[config.mk]
export PLATFORM = sky130hd
export DESIGN_NAME = instr_sequencer_flat
export DESIGN_NICKNAME = d
export VERILOG_FILES = /design/src/rtl/instr_sequencer_pkg.sv /design/src/rtl/instr_sequencer_if.sv /design/src/rtl/instr_sequencer.sv /design/src/flat_wrapper.sv
export SDC_FILE = /design/constraint.sdc
export NUM_CORES = 1
export LEC_CHECK = 0
export CORE_ASPECT_RATIO = 1.5
export CORE_MARGIN = 3
export CORE_UTILIZATION = 60
export DETAILED_ROUTE_END_ITERATION = 10
export DONT_BUFFER_PORTS = 1
export PLACE_DENSITY_LB_ADDON = 0.12
export SLEW_MARGIN = 20
export SYNTH_ARGS = -nofsm -noshare
export SYNTH_HDL_FRONTEND = slang
export SYNTH_SLANG_ARGS = --single-unit
export TNS_END_PERCENT = 1
[constraint.sdc]
create_clock -name clk_i -period 5.3 [get_ports clk_i]
set_clock_uncertainty 0.2 [all_clocks]
set_input_delay 1.06 -clock clk_i [delete_from_list [all_inputs] [get_ports clk_i]]
set_output_delay 1.06 -clock clk_i [all_outputs]
set_load 0.02 [all_outputs]
[src/rtl/instr_sequencer_pkg.sv]
// Shared types and constants for the Thumb-subset instruction sequencer.
// Holds the sequencer state encoding and the fetch/PC geometry.
package seq_pkg;

    typedef enum logic [2:0] {
        S_IDLE,
        S_FETCH,
        S_EXEC,
        S_MEM,
        S_HALT
    } seq_state_t;

    localparam logic [15:0] RESET_PC_DEFAULT = 16'h0000;
    localparam int          INSTR_W          = 16;
    localparam int          PC_STEP          = 2;

endpackage

[src/rtl/instr_sequencer_if.sv]
// Instruction- and data-memory handshake bundle between the sequencer and its memories.
// The sequencer side is the master; the memory side answers with acks and fetch data.
interface instr_sequencer_if
    import seq_pkg::*;
#(
    parameter int ADDR_W = 16
);

    logic               imem_req;
    logic [ADDR_W-1:0]  imem_addr;
    logic               imem_ack;
    logic [INSTR_W-1:0] imem_rdata;
    logic               dmem_req;
    logic               dmem_ack;

    modport master (
        output imem_req,
        output imem_addr,
        input  imem_ack,
        input  imem_rdata,
        output dmem_req,
        input  dmem_ack
    );

    modport slave (
        input  imem_req,
        input  imem_addr,
        output imem_ack,
        output imem_rdata,
        input  dmem_req,
        output dmem_ack
    );

endinterface

[src/rtl/instr_sequencer.sv]
// Multi-cycle fetch/execute sequencer: fetches halfwords, stretches loads/stores over the
// data handshake, injects one control-unit micro-op per fetch and retires the PC.
module instr_sequencer
    import seq_pkg::*;
#(
    parameter int                ADDR_W   = 16,
    parameter logic [ADDR_W-1:0] RESET_PC = ADDR_W'(RESET_PC_DEFAULT)
) (
    input  logic               clk_i,
    input  logic               rst_ni,
    input  logic               start_i,
    instr_sequencer_if.master  mem_if,
    output logic [INSTR_W-1:0] instr_o,
    output logic               cu_input_en_o,
    input  logic [INSTR_W-1:0] self_instruct_i,
    input  logic               self_instruct_en_i,
    input  logic               mem_load_i,
    input  logic               mem_write_i,
    input  logic               branch_i,
    input  logic [ADDR_W-1:0]  branch_target_i,
    input  logic               end_program_i,
    input  logic               rf_write_en_i,
    input  logic               sp_write_en_i,
    output logic               rf_we_o,
    output logic               sp_we_o,
    output logic [ADDR_W-1:0]  pc_o,
    output logic               busy_o,
    output logic               halted_o,
    output logic [31:0]        instr_count_o
);

    seq_state_t         state_q;
    logic [ADDR_W-1:0]  pc_q;
    logic [INSTR_W-1:0] ir_q;
    logic               inj_q;
    logic               br_q;
    logic [ADDR_W-1:0]  tgt_q;
    logic [31:0]        cnt_q;

    logic               mem_op;
    logic               complete;
    logic               inject;
    logic               retire;
    logic               br_take;
    logic [ADDR_W-1:0]  br_dest;
    logic [ADDR_W-1:0]  pc_d;

    assign mem_op   = mem_load_i | mem_write_i;
    assign complete = ((state_q == S_EXEC) && !end_program_i && !mem_op) ||
                      ((state_q == S_MEM) && mem_if.dmem_ack);
    // Only the fetched op may inject, so an injected op's request is dropped here.
    assign inject   = complete && self_instruct_en_i && !inj_q;
    assign retire   = complete && !inject;

    // After an injection the branch decision comes from the fetched op, held in br_q/tgt_q.
    assign br_take  = inj_q ? br_q  : branch_i;
    assign br_dest  = inj_q ? tgt_q : branch_target_i;
    assign pc_d     = br_take ? br_dest : pc_q + ADDR_W'(PC_STEP);

    always_ff @(posedge clk_i) begin
        if (!rst_ni) begin
            state_q <= S_IDLE;
            pc_q    <= RESET_PC;
            ir_q    <= '0;
            inj_q   <= 1'b0;
            br_q    <= 1'b0;
            tgt_q   <= '0;
            cnt_q   <= '0;
        end else begin
            case (state_q)
                S_IDLE, S_HALT: begin
                    if (start_i) begin
                        pc_q    <= RESET_PC;
                        cnt_q   <= '0;
                        state_q <= S_FETCH;
                    end
                end
                S_FETCH: begin
                    if (mem_if.imem_ack) begin
                        ir_q    <= mem_if.imem_rdata;
                        inj_q   <= 1'b0;
                        state_q <= S_EXEC;
                    end
                end
                S_EXEC: begin
                    if (end_program_i) begin
                        state_q <= S_HALT;
                    end else if (mem_op) begin
                        state_q <= S_MEM;
                    end
                end
                S_MEM: ;
                default: state_q <= S_IDLE;
            endcase

            if (inject) begin
                ir_q    <= self_instruct_i;
                inj_q   <= 1'b1;
                br_q    <= branch_i;
                tgt_q   <= branch_target_i;
                state_q <= S_EXEC;
            end else if (retire) begin
                pc_q    <= pc_d;
                cnt_q   <= cnt_q + 32'd1;
                state_q <= S_FETCH;
            end
        end
    end

    assign mem_if.imem_req  = (state_q == S_FETCH);
    assign mem_if.imem_addr = pc_q;
    assign mem_if.dmem_req  = (state_q == S_MEM);

    assign instr_o       = ir_q;
    assign cu_input_en_o = (state_q == S_EXEC) || (state_q == S_MEM);
    assign rf_we_o       = complete && rf_write_en_i;
    assign sp_we_o       = complete && sp_write_en_i;
    assign pc_o          = pc_q;
    assign busy_o        = (state_q == S_FETCH) || (state_q == S_EXEC) || (state_q == S_MEM);
    assign halted_o      = (state_q == S_HALT);
    assign instr_count_o = cnt_q;

endmodule

[src/flat_wrapper.sv]
// flat-port wrapper written by rule: the top's interface ports become plain ports
module instr_sequencer_flat import seq_pkg::*;
#(
    parameter int                ADDR_W   = 16,
    parameter logic [ADDR_W-1:0] RESET_PC = ADDR_W'(RESET_PC_DEFAULT)
)
  (clk_i, rst_ni, start_i, instr_o, cu_input_en_o, self_instruct_i, self_instruct_en_i, mem_load_i, mem_write_i, branch_i, branch_target_i, end_program_i, rf_write_en_i, sp_write_en_i, rf_we_o, sp_we_o, pc_o, busy_o, halted_o, instr_count_o, mem_if_imem_req, mem_if_imem_addr, mem_if_imem_ack, mem_if_imem_rdata, mem_if_dmem_req, mem_if_dmem_ack);
  instr_sequencer_if #(.ADDR_W(ADDR_W)) mem_if_i ();
  input  logic clk_i;
  input  logic rst_ni;
  input  logic start_i;
  output logic [INSTR_W-1:0] instr_o;
  output logic cu_input_en_o;
  input  logic [INSTR_W-1:0] self_instruct_i;
  input  logic self_instruct_en_i;
  input  logic mem_load_i;
  input  logic mem_write_i;
  input  logic branch_i;
  input  logic [ADDR_W-1:0] branch_target_i;
  input  logic end_program_i;
  input  logic rf_write_en_i;
  input  logic sp_write_en_i;
  output logic rf_we_o;
  output logic sp_we_o;
  output logic [ADDR_W-1:0] pc_o;
  output logic busy_o;
  output logic halted_o;
  output logic [31:0] instr_count_o;
  output wire logic [$bits(mem_if_i.imem_req)-1:0] mem_if_imem_req;
  output wire logic [$bits(mem_if_i.imem_addr)-1:0] mem_if_imem_addr;
  input wire logic [$bits(mem_if_i.imem_ack)-1:0] mem_if_imem_ack;
  input wire logic [$bits(mem_if_i.imem_rdata)-1:0] mem_if_imem_rdata;
  output wire logic [$bits(mem_if_i.dmem_req)-1:0] mem_if_dmem_req;
  input wire logic [$bits(mem_if_i.dmem_ack)-1:0] mem_if_dmem_ack;
  assign mem_if_imem_req = mem_if_i.imem_req;
  assign mem_if_imem_addr = mem_if_i.imem_addr;
  assign mem_if_i.imem_ack = mem_if_imem_ack;
  assign mem_if_i.imem_rdata = mem_if_imem_rdata;
  assign mem_if_dmem_req = mem_if_i.dmem_req;
  assign mem_if_i.dmem_ack = mem_if_dmem_ack;
  instr_sequencer #(.ADDR_W(ADDR_W), .RESET_PC(RESET_PC)) u_core (.clk_i(clk_i), .rst_ni(rst_ni), .start_i(start_i), .mem_if(mem_if_i), .instr_o(instr_o), .cu_input_en_o(cu_input_en_o), .self_instruct_i(self_instruct_i), .self_instruct_en_i(self_instruct_en_i), .mem_load_i(mem_load_i), .mem_write_i(mem_write_i), .branch_i(branch_i), .branch_target_i(branch_target_i), .end_program_i(end_program_i), .rf_write_en_i(rf_write_en_i), .sp_write_en_i(sp_write_en_i), .rf_we_o(rf_we_o), .sp_we_o(sp_we_o), .pc_o(pc_o), .busy_o(busy_o), .halted_o(halted_o), .instr_count_o(instr_count_o));
endmodule
== Word level (Yosys, flattened, before mapping) ==
Cells that the tools add are included.
Operators by class
  $add $sub $neg: 2
  equal/unequal tests: 15
  multiplexer cells: 24
  bitwise gates (word level): 3
  reductions and logical operators: 26
Operator list (count)
  $mux 16: 9
  $mux 32: 4
  $add 32x1->32 const B: 1
  $add 16x2->16 const B: 1
  $mux 3: 4
  $pmux 3 s4: 1
  $reduce_and 4->1: 3
  $logic_and 1x1->1: 8
  $ne 4x2->1 const B: 2
  $eq 3x2->1 const B: 2
  $ne 3x1->1 const B: 2
  $ne 3x2->1 const B: 2
  $ne 5x2->1 const B: 1
  $logic_not 1->1: 4
  $logic_or 1x1->1: 4
  $mux 1: 4
  $mux 2: 2
  $ne 2x1->1 const B: 2
  $ne 4x1->1 const B: 1
  $reduce_bool 2->1: 2
  $reduce_or 2->1: 2
  $eq 3x1->1 const B: 1
  $eq 3x3->1 const B: 1
  $logic_not 3->1: 1
  other kinds (5): 6
Storage, ports and cells
  flip-flop bits (word level): 85
  bits of input ports: 60
  word-level logic and storage cells: 79

== Logic depth before layout (Yosys ltp) ==
  depth in word-level cells: 10
  gate-level depth with buffers: 8

== Worst setup path before layout ==
No wires, ideal clock.
  path type: in2out
  start: input port end_program_i
  end: output port rf_we_o
  arrival time: 2.022 ns
  slack: 2.018 ns
  stages: 3
  path buffers: 0
  cells stage by stage: or4_4 -> a21oi_1 -> and2_1
On the way
  word-level cells in the longest chain between the ends: 5
Ends and longest elaborated chain
  start, declared: line flat_wrapper.sv:20  | input logic end_program_i;
  $logic_not 1->1: line instr_sequencer.sv:49  | assign complete = ((state_q == S_EXEC) && !end_program_i && !mem_op) ||
  $logic_and 1x1->1 (2 in a row): line instr_sequencer.sv:49
  $logic_or 1x1->1: line instr_sequencer.sv:49
  $logic_and 1x1->1: line instr_sequencer.sv:116  | assign rf_we_o = complete && rf_write_en_i;
  end, declared: line flat_wrapper.sv:23  | output logic rf_we_o;
No other way between the ends.

== Final worst setup path ==
  start: input port end_program_i
  end: output port sp_we_o
On the way
  word-level cells in the longest chain between the ends: 5
Ends and longest elaborated chain
  $logic_not 1->1: line instr_sequencer.sv:49
  $logic_and 1x1->1 (2 in a row): line instr_sequencer.sv:49
  $logic_or 1x1->1: line instr_sequencer.sv:49
  $logic_and 1x1->1: line instr_sequencer.sv:117  | assign sp_we_o = complete && sp_write_en_i;
  end, declared: line flat_wrapper.sv:24  | output logic sp_we_o;
No other way between the ends.

==> impl_metrics.toml <==
[route]
finalWirelength_um = 11500
first_pass_iters = 5
drt-initial-drc-count = 352
drt-vias-per-instance = 6.54
antenna_violating_nets_post_route = 0
num_vias = 4037
post-route-drc-count = 0
wl_per_instance_um = 18.6

[sta]
timing.final.setup_violations = 0
finalCriticalPeriod_ns = 3.38
hold_viol_final = 0
hold_ws_ns = 0.261
final.period_utilization_pct = 63.9
setup_ws_ns = 1.92
setup_total_negative_slack_ns = 0
worst-slew-pin-transition_ns = 1.08
grt_setup_unrepaired = "false"
fmaxAchievable_mhz = 295
slew-limit-headroom_pct = 28.0
maxSlewViolCount = 0

[clocking]
hold_buffers = 0
cts_tree = "done"
cts_inserted_buffers = 9
cts-root-buf = "clkbuf_8"
clk_latency_ns = 0.36
cts_resized = 0
numClockSinks = 85
post_cts_buffers = 0
htreeDepth = 3
clock_input_transition_at_the_sequential_cells_of_the_worst_setup_and_hold_paths_ns = 0.08
clock_path_buffers = 2

[flow_run]
timing.max_cap.violations = 0

[worst_setup_path]
slowest_delay_ns = 0.55
startpoint_types = "input port"
cp.required_ns = 4.04
critical_path.slowest_cell = "or4_4"
worst-setup-path-type = "in2out"
worstRegToRegCells = 4
worstPathCellList = "or4_4 -> a21oi_1 -> and2_1"
crit_path_max_fanout = 5
timing.critical_path.arrival_ns = 2.12
worstSetupEndpointType = "output pin"

[global_route]
global_route.usage.met2_pct = 45.0
met1_usage_pct = 31.5
global_route_wire_length_before_repair_um = 18600
groute.layer.met3.usage_pct = 5.42
global_route.peak_usage_layer = "met2"
antenna_violations_before_repair = 0
grt_max_degree = 39
groute.usage.overall_pct = 26.5
first_global_vias = 3840
global_route.overflow_total = 0

[synth]
top_cell_type_s_share_of_synthesized_area_pct = 38.0
synth_cell_type_count = 55
area_leader_netlist = "dfxtp_1"
synth_area_um2 = 4480
avgSynthCellArea_um2 = 8.24
async_flop_share_pct = 0
synth_flop_cell = "dfxtp_1"
synth_nets = 606
ys_seq_area_share_pct = 38.0
post_synth_edffs = 0
synth_top_cells_by_area = "dfxtp_1 (38%), a21oi_1 (8.0%), nand2_1 (5.9%)"
synth.ff_latch_count = 85
synthesis.instances = 544
synth-warning-count = 0

[layout]
layout-drive-gt1-share_pct = 7.16
syn2layout_area_growth_pct = 2.12
postLayoutCoreUtil_pct = 63.3
final_design_area_no_fill_um2 = 4580
mostFrequentLayoutCells = "dfxtp_1 (85), a21oi_1 (72), nand2_1 (70)"
final_common_cell = "dfxtp_1"
design.final.nets = 574
layout.cells.non_filler = 617
antenna_cells = 0

[placement]
postPlaceCellArea_um2 = 4380
place_congestion = 0.881
placed_cells = 601
dp.final_hpwl_um = 7920
pre_cts_slack_ns = 1.91
port_buffers = 0

[min_path]
hold_path.class = "reg2reg"
worst_hold_stages = 2

[die]
core_area_um2 = 7230
die-area_um2 = 8560
rows = 38
ios = 147
die_height_um = 112
chipWidth_um = 76.6
floorplan.initialDensity_pct = 62.0

[power]
overall_power_mw = 1.21
worst_ir_drop_on_vdd_mv = 0.164
p_leak_nw = 1.33
power.density_nw_per_um2 = 264

[status]
run_status = "complete, no violations"
==> power by group <==
part	internal, mW	total [mW]	switching (mW)
sequential	0.646	0.663	0.0170
combinational	0.0258	0.0814	0.0556
clock	0.230	0.463	0.233
==> sequential cells by signal, indices dropped and copies added (netlist names) <==
signal                   count
u_core.br_q                  1
u_core.state_q               3
u_core.mem_if.imem_addr     16
u_core.instr_o              16
u_core.instr_count_o        32
u_core.inj_q                 1
u_core.tgt_q                16
==> cells in the mapped netlist (3+ instances only) <==
cell type  instances
o21ai_0           19
mux2i_1           24
nor3b_1            3
clkbuf_1          26
buf_2              5
nor4_1            12
nand2_1           70
o221a_2            6
a21oi_1           72
nand2b_1          12
dfxtp_1           85
and2_1             5
and4_1             5
or3_1             12
or4_1             10
nor3_1            11
nand4_1            9
o211ai_1           7
buf_6              5
a32oi_1           16
o2111ai_1          3
inv_1             11
buf_4             16
o41ai_1            3
nor2b_1            3
a221o_1            3
and3_1             5
nor2_1            15
nand3_1           31
o31ai_1            8
==> worst max-delay path, delay by kind of cell <==
family	cells	cell delay, ns
and+or+nand+nor	2	0.84
AOI/OAI and AO/OA	1	0.23
==> kinds of logic (layout without fill, tap and decap cells) <==
family,Yosys count,count (layout),synth area share (%)
buf+inv,66,39,7.85
xor+xnor,2,2,0.391
simple gates,210,210,24.8
mux,25,25,5.61
fa+ha+maj,2,2,0.558
flops,85,85,38.0
compound gates,154,154,22.8
==> metal layers <==
metal | vias up | share of wire, %
met5 | - | 0
met4 | 0 | 2.8
met3 | 22 | 6.0
met2 | 158 | 50
met1 | 1912 | 41
li1 | 1945 | -
==> layout make-up <==
cell class              instances  area (um^2)
well taps                     100          125
multi-input cells             393         2430
inverters                      13         48.8
clock buffers                  12          145
clock inverters                 4         47.5
fillers                       667         2650
repair buffers                 10         75.1
flip-flops and latches         85         1700
==> path summary, 6_finish.rpt <==
check | start | to | slack, ns
setup / recovery | end_program_i | sp_we_o | 1.92
hold / removal | u_core.tgt_q[10] | u_core.tgt_q[10] | 0.26
setup reg to reg | u_core.inj_q | u_core.mem_if.imem_addr[10] | 2.56
hold reg to reg | u_core.tgt_q[10] | u_core.tgt_q[10] | 0.26
Note: power is estimated with default switching activity, not from simulation.
